File: src/rtl/fifo_tick_reader_pkg.sv
// Shared definitions for the FIFO read-side controller: default widths,
// the controller state encoding and the hold-counter width helper.
package fifo_tick_reader_pkg;

    localparam int DEFAULT_DATA_W     = 8;
    localparam int DEFAULT_HOLD_TICKS = 4;
    localparam int DEFAULT_CNT_W      = 8;

    typedef enum logic [2:0] {
        ST_IDLE = 3'd0,
        ST_POP  = 3'd1,
        ST_CAPT = 3'd2,
        ST_PRES = 3'd3,
        ST_HOLD = 3'd4
    } state_t;

    // Counter width able to hold 0..ticks; never narrower than one bit.
    function automatic int hold_cnt_width(input int ticks);
        return (ticks < 1) ? 1 : $clog2(ticks + 1);
    endfunction

endpackage

File: src/rtl/fifo_tick_reader_tick_hold_cnt.sv
// Display-hold tick counter: counts pacing ticks while enabled, saturates at
// HOLD_TICKS and reports done once that many ticks have been seen.
module fifo_tick_reader_tick_hold_cnt
    import fifo_tick_reader_pkg::*;
#(
    parameter int HOLD_TICKS = DEFAULT_HOLD_TICKS
) (
    input  logic clk,
    input  logic rst_n,
    input  logic clear,
    input  logic enable,
    input  logic tick,
    output logic done
);

    localparam int            CW    = hold_cnt_width(HOLD_TICKS);
    localparam logic [CW-1:0] LIMIT = CW'(HOLD_TICKS);

    logic [CW-1:0] cnt_q;
    logic [CW-1:0] cnt_d;

    // Next count: clear wins, otherwise advance on an enabled tick until the limit.
    always_comb begin
        cnt_d = cnt_q;
        if (clear) begin
            cnt_d = '0;
        end else if (enable && tick && (cnt_q != LIMIT)) begin
            cnt_d = cnt_q + CW'(1);
        end
    end

    // Count register, cleared by the asynchronous reset.
    always_ff @(posedge clk or negedge rst_n) begin
        if (!rst_n) begin
            cnt_q <= '0;
        end else begin
            cnt_q <= cnt_d;
        end
    end

    assign done = (cnt_q == LIMIT);

endmodule

File: src/rtl/fifo_tick_reader.sv
// Read-side FIFO controller: pops one word per pacing tick, presents it on a
// valid/ready handshake, then holds it for display for HOLD_TICKS ticks.
module fifo_tick_reader
    import fifo_tick_reader_pkg::*;
#(
    parameter int DATA_W     = DEFAULT_DATA_W,
    parameter int HOLD_TICKS = DEFAULT_HOLD_TICKS,
    parameter int CNT_W      = DEFAULT_CNT_W
) (
    input  logic              clk,
    input  logic              rst_n,
    input  logic              tick,
    input  logic              start,
    input  logic              fifo_empty,
    input  logic [DATA_W-1:0] fifo_dout,
    output logic              fifo_rd_en,
    output logic [DATA_W-1:0] out_data,
    output logic              out_valid,
    input  logic              out_ready,
    output logic [CNT_W-1:0]  rd_count,
    output logic              busy
);

    state_t            state_q;
    state_t            state_d;
    logic [DATA_W-1:0] out_data_q;
    logic [DATA_W-1:0] out_data_d;
    logic [CNT_W-1:0]  rd_count_q;
    logic [CNT_W-1:0]  rd_count_d;
    logic              hold_clear;
    logic              hold_done;

    fifo_tick_reader_tick_hold_cnt #(
        .HOLD_TICKS (HOLD_TICKS)
    ) u_hold_cnt (
        .clk    (clk),
        .rst_n  (rst_n),
        .clear  (hold_clear),
        .enable (state_q == ST_HOLD),
        .tick   (tick),
        .done   (hold_done)
    );

    // Next-state, capture and handshake bookkeeping; ticks only matter in IDLE and HOLD.
    always_comb begin
        state_d    = state_q;
        out_data_d = out_data_q;
        rd_count_d = rd_count_q;
        hold_clear = 1'b0;
        unique case (state_q)
            ST_IDLE: begin
                if (start && tick && !fifo_empty) begin
                    state_d = ST_POP;
                end
            end
            ST_POP: begin
                state_d = ST_CAPT;
            end
            ST_CAPT: begin
                out_data_d = fifo_dout;
                state_d    = ST_PRES;
            end
            ST_PRES: begin
                if (out_ready) begin
                    rd_count_d = rd_count_q + CNT_W'(1);
                    hold_clear = 1'b1;
                    state_d    = (HOLD_TICKS == 0) ? ST_IDLE : ST_HOLD;
                end
            end
            ST_HOLD: begin
                if (hold_done) begin
                    state_d = ST_IDLE;
                end
            end
            default: begin
                state_d = ST_IDLE;
            end
        endcase
    end

    // State, displayed word and handoff counter; reset discards any in-flight word.
    always_ff @(posedge clk or negedge rst_n) begin
        if (!rst_n) begin
            state_q    <= ST_IDLE;
            out_data_q <= '0;
            rd_count_q <= '0;
        end else begin
            state_q    <= state_d;
            out_data_q <= out_data_d;
            rd_count_q <= rd_count_d;
        end
    end

    assign fifo_rd_en = (state_q == ST_POP);
    assign out_valid  = (state_q == ST_PRES);
    assign busy       = (state_q != ST_IDLE);
    assign out_data   = out_data_q;
    assign rd_count   = rd_count_q;

endmodule

File: config.mk
export PLATFORM = sky130hd
export DESIGN_NAME = fifo_tick_reader
export DESIGN_NICKNAME = d
export VERILOG_FILES = /design/src/rtl/fifo_tick_reader_pkg.sv /design/src/rtl/fifo_tick_reader_tick_hold_cnt.sv /design/src/rtl/fifo_tick_reader.sv
export SDC_FILE = /design/constraint.sdc
export NUM_CORES = 1
export LEC_CHECK = 0
export ABC_AREA = 1
export CAP_MARGIN = 40
export CORE_AREA = 2 2 51 53
export CTS_BUF_LIST = sky130_fd_sc_hd__clkbuf_16
export DETAILED_ROUTE_END_ITERATION = 16
export DIE_AREA = 0 0 53 55
export GPL_TIMING_DRIVEN = 0
export PLACE_DENSITY_LB_ADDON = 0.25
export SETUP_SLACK_MARGIN = 0.1
export SYNTH_ARGS = -nofsm -noshare
export SYNTH_HDL_FRONTEND = slang
export SYNTH_HIERARCHICAL = 1
export SYNTH_SLANG_ARGS = --single-unit
File: constraint.sdc
create_clock -name clk -period 2.89 [get_ports clk]
set_input_delay 0.867 -clock clk [delete_from_list [all_inputs] [get_ports clk]]
set_output_delay 0.867 -clock clk [all_outputs]
set_load 0.005 [all_outputs]
==> reports/qor.tcl <==
set qor(final_hold_viol_count) 0
set qor(grt-ovfl-total) 0
set qor(post-place-ws_ps) 760
set qor(wire_per_inst_microns) 12.0
set qor(max_cap_violations) 0
set qor(worst_slew_margin_rel_pct) 73.6
set qor(flip_flop_and_latch_count_after_synthesis) 22
set qor(drt-initial-drc-count) 21
set qor(synthToLayoutAreaGrowth_pct) 41.6
set qor(drcViolationCount) 0
set qor(pwr_density_cell_nw_per_um2) 894
set qor(placed_cells) 203
set qor(cts_inserted_buffers) 3
set qor(synth-main-ff-cell) {dfrtp_1}
set qor(pin_count_of_the_biggest_net_entering_global_routing) 18
set qor(crit_path_end_kind) {output pin}
set qor(final_critical_path_setup_slack_ps) 561
set qor(drt_first_pass_iters) 4
set qor(finish.net_count) 195
set qor(worst-setup-path-type) {flip-flop to output pin}
set qor(dieWidth_microns) 53
set qor(count_of_inserted_antenna_diode_cells) 0
set qor(worstHoldStart) {out_data[2]}
set qor(synth.lib_cells_used.distinct) 20
set qor(die_area_sq_um) 2920
set qor(crit-reg2reg-capture) {u_hold_cnt/cnt_q[1]}
set qor(clkLatencyLatePin_ps) 250
set qor(post_synth_instance_area_sq_um) 1120
set qor(first_global_vias) 1019
set qor(worstMarginPinSlew_ps) 395
set qor(grt_setup_unrepaired) {false}
set qor(power.leakage_nw) 0.777
set qor(setup-violations-final) 0
set qor(cts-root-to-sink-buffers) 2
set qor(worstHoldPathCells) 2
set qor(total_design_power_mw) 1.41
set qor(fin_crit_share_pct) 80.6
set qor(layout.cells.most_common) {nand2_1}
set qor(port_buffers) 32
set qor(fin_tns_setup_ps) 0
set qor(core_area_sq_um) 2360
set qor(yosysSeqAreaShare_pct) 49.3
set qor(ctsRootBufferMaster) {clkbuf_16}
set qor(status) {complete, no violations}
set qor(synth_warn) 6
set qor(hold_path_end) {out_data[2]}
set qor(ctsHoldBuffers) 0
set qor(reg2reg_from) {state_q[1]}
set qor(dpl.hpwl_mm) 1.87
set qor(final_layout_size_suffix_gt1_share_pct) 7.91
set qor(worstSetupStartpointType) {flip-flop}
set qor(synthCells) 140
set qor(synth_edf_count) 0
set qor(post_cts_resized) 0
set qor(timing.final.max_slew_violations) 0
set qor(most-common-layout-cells) {nand2_1 (53), clkdlybuf4s50_1 (32), dfrtp_1 (22)}
set qor(grt_util_all_layers_pct) 19.2
set qor(regToRegSetupSlack_ps) 1550
set qor(grt_antenna_before_repair) 0
set qor(highest_net_fanout_along_the_worst_path) 4
set qor(synthesized_nets) 157
set qor(post_cts_buffers) 0
set qor(fin_worst_skew_ps) 2.62
set qor(grt_pass1_wl_mm) 4.06
set qor(synthArstFlopShare_pct) 100
set qor(core.rowCount) 18
set qor(timing.reg2reg.worst_path_depth) 7
set qor(final_gp_congestion) 0.801
set qor(htree_num_levels) 1
set qor(crit_arrival_ps) 1460
set qor(cts_tree) {yes}
set qor(layout.cells.non_filler) 207
set qor(avgSynthCellArea_sq_um) 7.97
set qor(clock.fmax_mhz) 429
set qor(initial_utilization_pct) 47.2
set qor(detail_route.vias_per_cell) 5.00
set qor(die_h_microns) 55
set qor(routed-via-count) 1034
set qor(final_min_period_ps) 2330
set qor(boundaryPins) 33
set qor(path_clk_slew_ps) 50
set qor(clock_sink_count) 22
set qor(min_path_type) {flip-flop to flip-flop}
set qor(cp.required_ps) 2020
set qor(final_antenna_net_count) 0
set qor(worst_vdd_rail_ir_drop_v) 0.000491
set qor(wl_mm) 2.49
## worst max-delay path, cell delays in order, from the launching register on
cell,delay [ps]
dfrtp_1,410
inv_2,100
nand3_2,90
inv_1,110
clkdlybuf4s50_1,510
## routing by layer
metal  track usage (%)  share of wire (%)
met2              36.9                 51
met1              21.6                 42
met4              8.55               0.52
met3              1.88                5.8
met5                 0                  0
## power breakdown
group | switching (mW) | internal [mW] | total [mW]
clock network | 0.0987 | 0.184 | 0.283
logic | 0.303 | 0.313 | 0.615
registers | 0.0921 | 0.422 | 0.514
## how the worst max path moves through the flow
stage,slack (ps),depth (start not counted),start,end
finish,560,4,state_q[2],out_valid
global route,480,4,state_q[2],out_valid
CTS,550,4,state_q[2],out_valid
detailed placement,760,7,out_ready,u_hold_cnt/cnt_q[0]
global placement,790,1,rst_n,rd_count[7]
floorplan,1370,3,state_q[2],out_valid
## metrics by stage
step	util, %	instance area [sq um]	hold WS, ps
2_1_floorplan	-	1120	465
3_3_place_gp	62.3	1470	452
3_5_place_dp	63.5	1500	459
4_1_cts	66.8	1580	473
5_1_grt	66.8	1580	498
6_report	66.8	1580	470
## cell usage after synthesis (2+ instances only)
library cell | n | area share, %
nand2_1 | 53 | 18
dfrtp_1 | 22 | 49
inv_1 | 17 | 5.7
nand3_1 | 15 | 6.7
nor2_1 | 7 | 2.4
nand3b_1 | 4 | 2.7
ha_1 | 3 | 3.4
nand2_2 | 3 | 1.7
nand4_1 | 3 | 1.7
nor3_1 | 2 | 0.90
o21ai_0 | 2 | 0.90
## cells by family (layout without fill, tap and decap cells)
logic type / Yosys count / after routing / share of synthesized area, %
simple gates: 90 / 90 / 36.3
flops: 22 / 22 / 49.3
buf+inv: 20 / 57 / 7.51
compound gates: 4 / 4 / 2.02
fa+ha+maj: 3 / 3 / 3.36
xor+xnor: 1 / 1 / 1.46
## sequential cells by signal, indices dropped and copies added (netlist names)
name,flops
state_q,3
rd_count,8
u_hold_cnt/cnt_q,3
out_data,8
## layout make-up
| cell class | count | area [sq um] |
|---|---|---|
| fill | 217 | 785 |
| sequential | 22 | 551 |
| multi-input combinational | 98 | 482 |
| timing repair buffer | 33 | 348 |
| clock buffer | 3 | 75.1 |
| inverter | 18 | 67.6 |
| tap | 30 | 37.5 |
| buffer | 2 | 16.3 |
| clock inverter | 1 | 3.75 |
No activity file was read; power rests on OpenSTA's default activity.
